==> src/rtl/imm_pkg.sv <==
// Shared encodings for the pipelined immediate generator:
// ImmSrc format codes and the output-buffer occupancy states.
package imm_pkg;

  localparam logic [2:0] IMM_I = 3'b000;
  localparam logic [2:0] IMM_S = 3'b001;
  localparam logic [2:0] IMM_B = 3'b010;
  localparam logic [2:0] IMM_J = 3'b011;
  localparam logic [2:0] IMM_U = 3'b100;
  localparam logic [2:0] IMM_Z = 3'b101;

  typedef enum logic [1:0] {
    OCC_EMPTY = 2'b00,
    OCC_ONE   = 2'b01,
    OCC_FULL  = 2'b10
  } occ_e;

endpackage

==> src/rtl/imm_extend_pipe_if.sv <==
// Decode-side and ID/EX-side handshake bundle of the immediate stage.
// "slave" is the stage itself, "master" is the surrounding pipeline.
interface imm_extend_pipe_if #(
  parameter int XLEN = 32
);
  logic            in_valid;
  logic            in_ready;
  logic [24:0]     instruction;
  logic [2:0]      ImmSrc;
  logic            flush;
  logic            out_valid;
  logic            out_ready;
  logic [XLEN-1:0] ImmExt;
  logic            out_illegal;

  modport slave (
    input  in_valid, instruction, ImmSrc, flush, out_ready,
    output in_ready, out_valid, ImmExt, out_illegal
  );

  modport master (
    output in_valid, instruction, ImmSrc, flush, out_ready,
    input  in_ready, out_valid, ImmExt, out_illegal
  );
endinterface

==> src/rtl/imm_decode.sv <==
// Combinational immediate extraction from instruction[31:7]; port bit k
// corresponds to instruction bit k+7.
module imm_decode
  import imm_pkg::*;
#(
  parameter int XLEN = 32
) (
  input  logic [24:0]     i_instr,
  input  logic [2:0]      i_src,
  output logic            o_illegal,
  output logic [XLEN-1:0] o_imm
);

  logic signed [31:0] w_imm32;

  always_comb begin
    w_imm32   = '0;
    o_illegal = 1'b0;
    case (i_src)
      IMM_I:   w_imm32 = {{20{i_instr[24]}}, i_instr[24:13]};
      IMM_S:   w_imm32 = {{20{i_instr[24]}}, i_instr[24:18], i_instr[4:0]};
      IMM_B:   w_imm32 = {{20{i_instr[24]}}, i_instr[0], i_instr[23:18], i_instr[4:1], 1'b0};
      IMM_J:   w_imm32 = {{12{i_instr[24]}}, i_instr[12:5], i_instr[13], i_instr[23:14], 1'b0};
      IMM_U:   w_imm32 = {i_instr[24:5], 12'b0};
      IMM_Z:   w_imm32 = {27'b0, i_instr[12:8]};
      default: o_illegal = 1'b1;
    endcase
  end

  // Signed size cast fills XLEN-1:32 with bit 31; Z and illegal have it clear.
  assign o_imm = XLEN'(w_imm32);

endmodule

==> src/rtl/imm_extend_pipe.sv <==
// Registered immediate generator with a valid/ready output buffer: one cycle
// of latency, optional 2-entry skid so in_ready comes straight from a flop.
module imm_extend_pipe
  import imm_pkg::*;
#(
  parameter int XLEN    = 32,
  parameter bit SKID_EN = 1'b1
) (
  input  logic            clk,
  input  logic            reset,
  imm_extend_pipe_if.slave bus
);

  occ_e            r_state, w_next;
  logic            r_in_ready;
  logic            w_in_ready, w_out_valid, w_accept, w_pop;
  logic [XLEN-1:0] w_dec_imm_p0;
  logic            w_dec_ill_p0;
  logic [XLEN-1:0] r_main_imm_p1, r_skid_imm_p1;
  logic            r_main_ill_p1, r_skid_ill_p1;

  imm_decode #(.XLEN(XLEN)) u_decode (
    .i_instr   (bus.instruction),
    .i_src     (bus.ImmSrc),
    .o_illegal (w_dec_ill_p0),
    .o_imm     (w_dec_imm_p0)
  );

  assign w_out_valid = (r_state != OCC_EMPTY);
  assign w_in_ready  = SKID_EN ? r_in_ready : (!w_out_valid || bus.out_ready);
  assign w_accept    = bus.in_valid && w_in_ready && !bus.flush;
  assign w_pop       = w_out_valid && bus.out_ready;

  always_comb begin
    w_next = r_state;
    case (r_state)
      OCC_EMPTY: if (w_accept) w_next = OCC_ONE;
      OCC_ONE: begin
        if (w_accept && !w_pop)      w_next = OCC_FULL;
        else if (w_pop && !w_accept) w_next = OCC_EMPTY;
      end
      OCC_FULL:  if (w_pop) w_next = OCC_ONE;
      default:   w_next = OCC_EMPTY;
    endcase
    if (bus.flush) w_next = OCC_EMPTY;
  end

  always_ff @(posedge clk) begin
    if (reset) begin
      r_state    <= OCC_EMPTY;
      r_in_ready <= 1'b1;
    end else begin
      r_state    <= w_next;
      r_in_ready <= (w_next != OCC_FULL);
    end
  end

  // p0 -> p1: final immediates are captured only on accept; the skid entry
  // is used only when the main entry is still held by the consumer.
  always_ff @(posedge clk) begin
    if (w_accept && (r_state == OCC_EMPTY || (r_state == OCC_ONE && w_pop))) begin
      r_main_imm_p1 <= w_dec_imm_p0;
      r_main_ill_p1 <= w_dec_ill_p0;
    end else if (r_state == OCC_FULL && w_pop) begin
      r_main_imm_p1 <= r_skid_imm_p1;
      r_main_ill_p1 <= r_skid_ill_p1;
    end
    if (w_accept && r_state == OCC_ONE && !w_pop) begin
      r_skid_imm_p1 <= w_dec_imm_p0;
      r_skid_ill_p1 <= w_dec_ill_p0;
    end
  end

  // Data flops are not reset; gating by valid keeps outputs zero and X-free when idle.
  assign bus.in_ready    = w_in_ready;
  assign bus.out_valid   = w_out_valid;
  assign bus.ImmExt      = w_out_valid ? r_main_imm_p1 : '0;
  assign bus.out_illegal = w_out_valid && r_main_ill_p1;

endmodule

==> src/flat_wrapper.sv <==
// flat-port wrapper written by rule: the top's interface ports become plain ports
module imm_extend_pipe_flat import imm_pkg::*;
#(
  parameter int XLEN    = 32,
  parameter bit SKID_EN = 1'b1
)
  (clk, reset, bus_in_valid, bus_instruction, bus_ImmSrc, bus_flush, bus_out_ready, bus_in_ready, bus_out_valid, bus_ImmExt, bus_out_illegal);
  imm_extend_pipe_if #(.XLEN(XLEN)) bus_i ();
  input  logic clk;
  input  logic reset;
  input wire logic [$bits(bus_i.in_valid)-1:0] bus_in_valid;
  input wire logic [$bits(bus_i.instruction)-1:0] bus_instruction;
  input wire logic [$bits(bus_i.ImmSrc)-1:0] bus_ImmSrc;
  input wire logic [$bits(bus_i.flush)-1:0] bus_flush;
  input wire logic [$bits(bus_i.out_ready)-1:0] bus_out_ready;
  output wire logic [$bits(bus_i.in_ready)-1:0] bus_in_ready;
  output wire logic [$bits(bus_i.out_valid)-1:0] bus_out_valid;
  output wire logic [$bits(bus_i.ImmExt)-1:0] bus_ImmExt;
  output wire logic [$bits(bus_i.out_illegal)-1:0] bus_out_illegal;
  assign bus_i.in_valid = bus_in_valid;
  assign bus_i.instruction = bus_instruction;
  assign bus_i.ImmSrc = bus_ImmSrc;
  assign bus_i.flush = bus_flush;
  assign bus_i.out_ready = bus_out_ready;
  assign bus_in_ready = bus_i.in_ready;
  assign bus_out_valid = bus_i.out_valid;
  assign bus_ImmExt = bus_i.ImmExt;
  assign bus_out_illegal = bus_i.out_illegal;
  imm_extend_pipe #(.XLEN(XLEN), .SKID_EN(SKID_EN)) u_core (.clk(clk), .reset(reset), .bus(bus_i));
endmodule
==> config.mk <==
export PLATFORM = sky130hd
export DESIGN_NAME = imm_extend_pipe_flat
export DESIGN_NICKNAME = d
export VERILOG_FILES = /design/src/rtl/imm_pkg.sv /design/src/rtl/imm_extend_pipe_if.sv /design/src/rtl/imm_decode.sv /design/src/rtl/imm_extend_pipe.sv /design/src/flat_wrapper.sv
export SDC_FILE = /design/constraint.sdc
export NUM_CORES = 1
export LEC_CHECK = 0
export ABC_AREA = 1
export CORE_MARGIN = 1.5
export CORE_UTILIZATION = 44
export DETAILED_ROUTE_END_ITERATION = 8
export PLACE_DENSITY = 0.74
export SYNTH_ARGS = -nofsm -noshare
export SYNTH_HDL_FRONTEND = slang
export SYNTH_SLANG_ARGS = --single-unit
export TNS_END_PERCENT = 1
==> constraint.sdc <==
create_clock -name clk -period 2.9 [get_ports clk]
set_input_delay 0.87 -clock clk [delete_from_list [all_inputs] [get_ports clk]]
set_output_delay 0.87 -clock clk [all_outputs]
set_load 0.02 [all_outputs]
# [Word-level counts from Yosys, hierarchy flattened]
# Cells that the tools add are included.
[word_totals] register_bits=69 latch_bits=0 ramBits=0 mem_bits_ro=0 in_bits=33 out_inout_bits=35 elab_cells=47 memories=0
[op_classes] add_sub_neg=0 multipliers=0 div_mod_pow=0 order_cmp=0 eq_ne=8 shift=0 n_mux=13 n_bitwise=0 n_reduce_logical=20
[ops] op="$pmux 32 s6" n=1
[ops] op="$mux 32" n=3
[ops] op="$logic_and 1x1->1" n=11
[ops] op="$mux 2" n=5
[ops] op="$eq 3x2->1 const B" n=2
[ops] op="$eq 3x3->1 const B" n=2
[ops] op="$pmux 2 s3" n=1
[ops] op="$reduce_or 6->1" n=1
[ops] op="$reduce_bool 2->1" n=2
[ops] op="$eq 3x1->1 const B" n=1
[ops] op="$logic_not 1->1" n=3
[ops] op="$logic_not 3->1" n=1
[ops] op="$mux 1" n=3
[ops] op="$eq 2x1->1 const B" n=1
[ops] op="$eq 2x2->1 const B" n=1
[ops] op="$logic_not 2->1" n=1
[ops] op="$ne 2x2->1 const B" n=1
[ops] op="$logic_or 1x1->1" n=1

# [Longest topological paths before layout]
# Gate-level depths: netlist of run 1.
[depth] depth_word=9 depth_mapped=8 ltp_nobuf=7

# [By module]
# From an unflattened synthesis of run 1, not the netlist that was laid out.
[unflattened] cells_unflattened=362 area_unflattened_um2=3535.9
[by_module_without_submodules] mod="imm_extend_pipe" instances=1 cells_each=272 area_per_inst_um2=3099.2 seq_area_each_um2=2042.0
[by_module_without_submodules] mod="imm_decode" instances=1 cells_each=90 area_per_inst_um2=436.7 seq_area_each_um2=0.0

# [Worst setup path before layout of run 1]
# Ideal clock, no wire load.
[synth_timing] path_kind="in2reg" startpoint="input bus_flush" endpoint="register u_core.r_main_ill_p1, enable pin" setup_time_ns=0.388 arrival_ns=1.993 required_ns=2.512 setup_slack_ns=0.519 stages=7 n_path_buf=0 cell_sequence="inv_1 > nand3_1 > nor2_1 > nand2_2 > inv_2 > a21oi_1 > inv_1"
[synth_via] elab_chain_cells=4
[synth_rtl] item="start, declared" line="flat_wrapper.sv:14" text="input wire logic [$bits(bus_i.flush)-1:0] bus_flush;"
[synth_rtl] item="$logic_not 1->1" line="imm_extend_pipe.sv:31" text="assign w_accept = bus.in_valid && w_in_ready && !bus.flush;"
[synth_rtl] item="$logic_and 1x1->1" line="imm_extend_pipe.sv:31"
[synth_rtl] item="$logic_and 1x1->1" line="imm_extend_pipe.sv:61" text="if (w_accept && (r_state == OCC_EMPTY || (r_state == OCC_ONE && w_pop))) begin"
[synth_rtl] item="$reduce_bool 2->1 (no source line)"
[synth_rtl] item="end signal, assigned" line="imm_extend_pipe.sv:63" text="r_main_ill_p1 <= w_dec_ill_p0;"
[synth_rtl] item="end signal, assigned" line="imm_extend_pipe.sv:66" text="r_main_ill_p1 <= r_skid_ill_p1;"
[synth_rtl] item="end, declared" line="imm_extend_pipe.sv:20" text="logic r_main_ill_p1, r_skid_ill_p1;"
# Every way passes these cells.
# A chain may end at the register's enable or synchronous reset.

# [Final worst setup path of run 1]
[layout_timing] startpoint="register u_core.r_state[0]" endpoint="output bus_ImmExt[15]"
[layout_via] elab_chain_cells=2
[layout_rtl] item="start, declared" line="imm_extend_pipe.sv:14" text="occ_e r_state, w_next;"
[layout_rtl] item="start signal, assigned" line="imm_extend_pipe.sv:53" text="r_state <= w_next;"
[layout_rtl] item="$reduce_bool 2->1" line="imm_extend_pipe.sv:29" text="assign w_out_valid = (r_state != OCC_EMPTY);"
[layout_rtl] item="$mux 32" line="imm_extend_pipe.sv:77" text="assign bus.ImmExt = w_out_valid ? r_main_imm_p1 : '0;"
[layout_rtl] item="end, declared" line="flat_wrapper.sv:18" text="output wire logic [$bits(bus_i.ImmExt)-1:0] bus_ImmExt;"
# Every way passes these cells.

==> run_results.csv, run 1 <==
group,metric,value,unit
setup_path,crit_buf_inv,2,
place,dp_hpwl,4780,µm
timing,tightest_slew,0.413,ns
route,antenna_left,0,
pwr,p_leak,0.00190,µW
die,rows,31,
clock_network,cts.reportedPaths.clkPinSlew,0.07,ns
setup_path,max_stage_delay,0.62,ns
setup_path,critPathMaxFanout,14,
yosys,yosys_register_bits,69,
clock_network,cts_tree,"done",
clock_network,cts_root_buf,"clkbuf_8",
die,pin_count,68,
layout,final_common_cell,"nand2_1",
timing,tns,0,ns
setup_path,crit_family,"buffers and inverters",
place,portBuffers,67,
grt,antenna_found_initial,0,
layout,drive_gt1_share,7.14,%
timing,period_share,90.0,%
clock_network,clk_latency,0.34,ns
yosys,syn_area_per_cell,9.08,µm²
setup_path,cp.required,2.03,ns
clock_network,cts_buffers,9,
pwr,p_per_area,491,nW/µm²
min_path,hold_depth,2,
pwr,p_int,1600,µW
setup_path,reg2reg_depth,6,
pwr,seq_power_share,54.2,%
timing,rsz0062_at_grt,"no",
grt,grt_pass1_vias,2424,
clock_network,cts_setup_buffers,0,
clock_network,cts_hold_buf,0,
min_path,hold_class,"flip-flop to flip-flop",
grt,track_usage,19.3,%
timing,slew_headroom,72.3,%
route,num_vias,2551,
yosys,synth_area,3250,µm²
layout,fillerInstances,648,
timing,skew,0.00652,ns
yosys,syn-num-nets,391,
yosys,synth_cell_types,21,
die,die_area,7910,µm²
setup_path,critPathKind,"flip-flop to primary output",
setup_path,reg2reg_from,"u_core.r_state[0]$_SDFF_PP0_",
clock_network,cts.path.max_buffers,2,
timing,fin_crit,2.61,ns
timing,final-hold-violation-count,0,
grt,grt_pass1_wl,11100,µm
pwr,switching_share,23.0,%
setup_path,cp_cell_sequence,"nor2_2 -> buf_4 -> nor2_1 -> clkdlybuf4s50_1",
yosys,synth_seq_area_share,62.8,%
route,drcViolationCount,0,
timing,slew_violations,0,
layout,fin_nets,463,
setup_path,slowest_stage,"clkdlybuf4s50_1",
route,wl_per_cell,13.1,µm
layout,final_util,58.7,%
timing,finalSetupViolations,0,
yosys,ys_warn_count,0,
clock_network,htree_levels,3,
pwr,p_comb_share,10.8,%
layout,insertedDiodeCount,0,
place,dp_slack,0.402,ns
setup_path,rr_endpoint,"u_core.r_main_ill_p1$_DFFE_PP_",
grt,grt.overflow.total,0,
route,drt_first_pass_iters,5,
pwr,p_switching,478,µW
route,viasPerCell,4.79,
route,drt_iter0_drc,154,
place,postPlaceCellArea,4060,µm²
setup_path,cp-end-kind,"primary output",
setup_path,cp_data_arrival_time,1.74,ns
flow_run,max-cap-violations,0,
die,die_h,89.0,µm
pwr,ir_worst_vdd,293,µV
die,start_util,45.1,%
setup_path,crit_path_start_kind,"flip-flop",
timing,fin_ws,0.291,ns
clock_network,cts_resized,0,
setup_path,rrSetupSlack,1.44,ns
place,place_congestion,0.827,
clock_network,cts.sinks,69,
yosys,syn_inst,358,
die,die_width,89.0,µm
layout,final_cell_mix,"nand2_1 (137), clkdlybuf4s50_1 (67), edfxtp_1 (66)",
grt,grt_max_degree,36,
pwr,clockPowerShare,35.1,%
min_path,hold_path.startpoint,"u_core.r_skid_imm_p1[27]$_DFFE_PP_",
status,outcome,"complete, no violations",
die,coreArea,7210,µm²
min_path,holdPathEnd,"u_core.r_main_imm_p1[27]$_DFFE_PP_",
layout,final_area,4230,µm²
route,wl,6960,µm
layout,area_growth,30.2,%
timing,fmax,383,MHz
-- power by group through the flow --
stage / registers [µW] / logic [µW] / clock network, µW
floorplan: 1150 / 121 / 0
global placement: 1150 / 217 / 0
detailed placement: 1150 / 223 / 0
CTS: 1130 / 224 / 742
global route: 1130 / 248 / 782
finish: 1130 / 224 / 728
-- flip-flops by register name (all words and copies together) (netlist names) --
name                  count
u_core.r_skid_ill_p1      1
u_core.bus.in_ready       1
u_core.r_skid_imm_p1     32
u_core.r_main_ill_p1      1
u_core.r_state            2
u_core.r_main_imm_p1     32
-- worst min-delay path, cell delays in order (launching register included) --
cell and delay (ns):
edfxtp_1 0.32, nand2_1 0.05, nand2_1 0.05
-- metrics by stage --
stage / cells / power, µW / hold WS [ns]
floorplan: 358 / 1270 / 0.494
global placement: 518 / 1360 / 0.501
detailed placement: 518 / 1370 / 0.503
CTS: 533 / 2090 / 0.519
global route: 533 / 2160 / 0.535
finish: 533 / 2080 / 0.518
-- cell usage after synthesis (all sizes together) --
master    n  area [µm²]
edfxtp   66        1980
dfxtp     3        60.1
and2      1        6.26
nand2   140         538
inv      54         203
clkbuf    3        11.3
nor2     46         180
o211ai    2        20.0
nand3    15        95.1
o21ai     8        40.0
buf      10        55.1
a21oi     2        10.0
nand4     8        50.1
-- cell families after synthesis --
kind of cell           Yosys count  synth area share, %
AO/OA/AOI/OAI                   12                 2.16
buffers and inverters           67                 8.28
AND/OR/NAND/NOR                210                 26.8
flip-flops                      69                 62.8
-- worst max-delay path by stage --
stage                            startpoint                                 end  slack [ns]  cells past startpoint
2_1_floorplan                     bus_flush      u_core.r_main_ill_p1$_DFFE_PP_        0.52                      7
6_report       u_core.r_state[0]$_SDFF_PP0_                      bus_ImmExt[15]        0.29                      4
3_5_place_dp                  bus_ImmSrc[0]  u_core.r_main_imm_p1[17]$_DFFE_PP_        0.40                      8
5_1_grt        u_core.r_state[0]$_SDFF_PP0_                       bus_ImmExt[2]        0.18                      4
4_1_cts        u_core.r_state[0]$_SDFF_PP0_                      bus_ImmExt[30]        0.26                      4
3_3_place_gp                  bus_ImmSrc[2]  u_core.r_main_imm_p1[18]$_DFFE_PP_        0.46                      8
-- cell type report --
class                           instances  area [µm²]  area share [%]
Clock buffer                           12         135            3.19
Clock inverter                          3        37.5           0.887
Inverter                               54         203            4.79
Multi-Input combinational cell        222         942            22.3
Sequential cell                        69        2040            48.3
Tap cell                               99         124            2.93
Timing Repair Buffer                   74         748            17.7
-- layer usage --
layer | track usage, % | up-vias | share of wire [%]
met3 | 5.82 | 9 | 7.0
li1 | - | 1268 | -
met4 | 6.99 | 0 | 1.2
met5 | 0 | - | 0
met1 | 23.6 | 1177 | 43
met2 | 32.4 | 97 | 49
No activity file was read; power rests on OpenSTA's default activity.
==> run 2, diff against run 1 <==
SKIP_LAST_GASP = 1   (was unset)
==> results of run 2 <==
Final layout, timing and power as in run 1 (identical DEF).
==> run 3, diff against run 2 <==
==> constraint.sdc (replaced) <==
create_clock -name clk -period 2.9 [get_ports clk]
set_input_delay 0.29 -clock clk [delete_from_list [all_inputs] [get_ports clk]]
set_output_delay 0.29 -clock clk [all_outputs]
set_load 0.02 [all_outputs]
==> run_results.csv, run 3 (synthesis results as in run 1) <==
group,metric,value,unit
route,wl_per_cell,12.8,µm
timing,finalSetupViolations,0,
place,portBuffers,67,
clock_network,clk_latency,0.34,ns
layout,reg_top3,"u_core.r_main_imm_p1 (32), u_core.r_skid_imm_p1 (32), u_core.r_state (2)",
clock_network,cts.path.max_buffers,2,
layout,insertedDiodeCount,0,
clock_network,cts_root_buf,"clkbuf_8",
clock_network,cts_tree,"done",
clock_network,cts_hold_buf,0,
route,drt_iter0_drc,170,
route,num_vias,2518,
pwr,total_power,1980,µW
clock_network,cts.reportedPaths.clkPinSlew,0.07,ns
setup_path,cp.depth,4,
timing,rsz0062_at_grt,"no",
setup_path,cp-end-kind,"primary output",
place,place_congestion,0.847,
flow_run,max-cap-violations,0,
die,start_util,45.1,%
grt,grt.overflow.total,0,
timing,slew_violations,0,
layout,fin_nets,464,
place,dp_slack,0.775,ns
clock_network,cts_resized,0,
die,die_h,89.0,µm
setup_path,critPathKind,"flip-flop to primary output",
status,outcome,"complete, no violations",
grt,grt_max_degree,34,
die,rows,31,
timing,fmax,498,MHz
route,wl,6860,µm
clock_network,cts.sinks,69,
setup_path,crit_buf_inv,2,
timing,slew_headroom,69.3,%
pwr,p_leak,0.00189,µW
grt,track_usage,18.9,%
setup_path,cp.required,2.61,ns
layout,drive_gt1_share,7.34,%
layout,area_growth,29.0,%
route,antenna_left,0,
min_path,hold_class,"flip-flop to flip-flop",
layout,fillerInstances,649,
clock_network,cts_buffers,9,
route,drt_first_pass_iters,4,
setup_path,slowest_stage,"clkdlybuf4s50_1",
timing,tightest_slew,0.460,ns
route,drcViolationCount,0,
min_path,hold_depth,2,
setup_path,max_stage_delay,0.62,ns
clock_network,htree_levels,3,
layout,final_common_cell,"nand2_1",
timing,tns,0,ns
setup_path,crit_path_start_kind,"flip-flop",
die,pin_count,68,
setup_path,crit_family,"buffers and inverters",
timing,skew,0.00329,ns
timing,final-hold-violation-count,0,
layout,final_util,58.1,%
die,die_width,89.0,µm
grt,antenna_found_initial,0,
die,coreArea,7210,µm²
die,die_area,7910,µm²
setup_path,cp_data_arrival_time,1.72,ns
setup_path,cp_cell_sequence,"nor2_2 -> buf_4 -> nor2_1 -> clkdlybuf4s50_1",
layout,final_cell_mix,"nand2_1 (137), clkdlybuf4s50_1 (67), edfxtp_1 (66)",
setup_path,critPathMaxFanout,14,
route,viasPerCell,4.71,
place,dp_hpwl,4900,µm
timing,fin_ws,0.892,ns
timing,fin_crit,2.01,ns
grt,grt_pass1_vias,2352,
grt,grt_pass1_wl,10900,µm
pwr,p_per_area,472,nW/µm²
timing,period_share,69.2,%
pwr,ir_worst_vdd,332,µV
setup_path,reg2reg_depth,8,
clock_network,cts_setup_buffers,0,
-- run 3: cell count changes in the layout (fill, tap and decap cells not counted), sizes merged --
cell    delta
buf        +1
clkbuf     +1
bufinv     -1
clkinv     +1
-- run 3: metrics by stage --
step / std cells / instance area, µm² / hold slack [ns]
2_1_floorplan: 358 / 3250 / 0.410
3_3_place_gp: 519 / 4040 / 0.500
3_5_place_dp: 519 / 4040 / 0.504
4_1_cts: 535 / 4190 / 0.521
5_1_grt: 535 / 4190 / 0.548
6_report: 535 / 4190 / 0.519
-- run 3: final cells by class --
cell class                      instances  area [µm²]  area share (%)
Clock inverter                          3        12.5           0.298
Clock buffer                           13         139            3.31
Inverter                               54         203            4.83
Multi-Input combinational cell        222         942            22.5
Timing Repair Buffer                   75         731            17.4
Tap cell                               99         124            2.95
Sequential cell                        69        2040            48.7
-- run 3: power breakdown --
group,switching [µW],internal (µW)
Combinational,131,90.4
Clock,329,305
Sequential,6.01,1120
-- run 3: final timing paths --
| kind | from | endpoint | slack [ns] |
|---|---|---|---|
| max | u_core.r_state[0]$_SDFF_PP0_ | bus_ImmExt[15] | 0.89 |
| min | u_core.r_skid_imm_p1[5]$_DFFE_PP_ | u_core.r_main_imm_p1[5]$_DFFE_PP_ | 0.52 |
| max reg2reg | u_core.r_state[0]$_SDFF_PP0_ | u_core.r_main_imm_p1[27]$_DFFE_PP_ | 1.29 |
| min reg2reg | u_core.r_skid_imm_p1[5]$_DFFE_PP_ | u_core.r_main_imm_p1[5]$_DFFE_PP_ | 0.52 |
-- run 3: routing by layer --
| layer | GRT usage (%) | routed length [µm] | up-vias |
|---|---|---|---|
| met5 | 0 | 0 | - |
| met1 | 23.6 | 2910 | 1144 |
| li1 | - | - | 1273 |
| met2 | 31.2 | 3360 | 97 |
| met3 | 5.36 | 533 | 4 |
| met4 | 7.69 | 55 | 0 |
-- run 3: tightest hold or removal path, delay by kind of cell (launching register included) --
kind | cells | cell delay (ns)
and+or+nand+nor | 2 | 0.10
DFF | 1 | 0.32
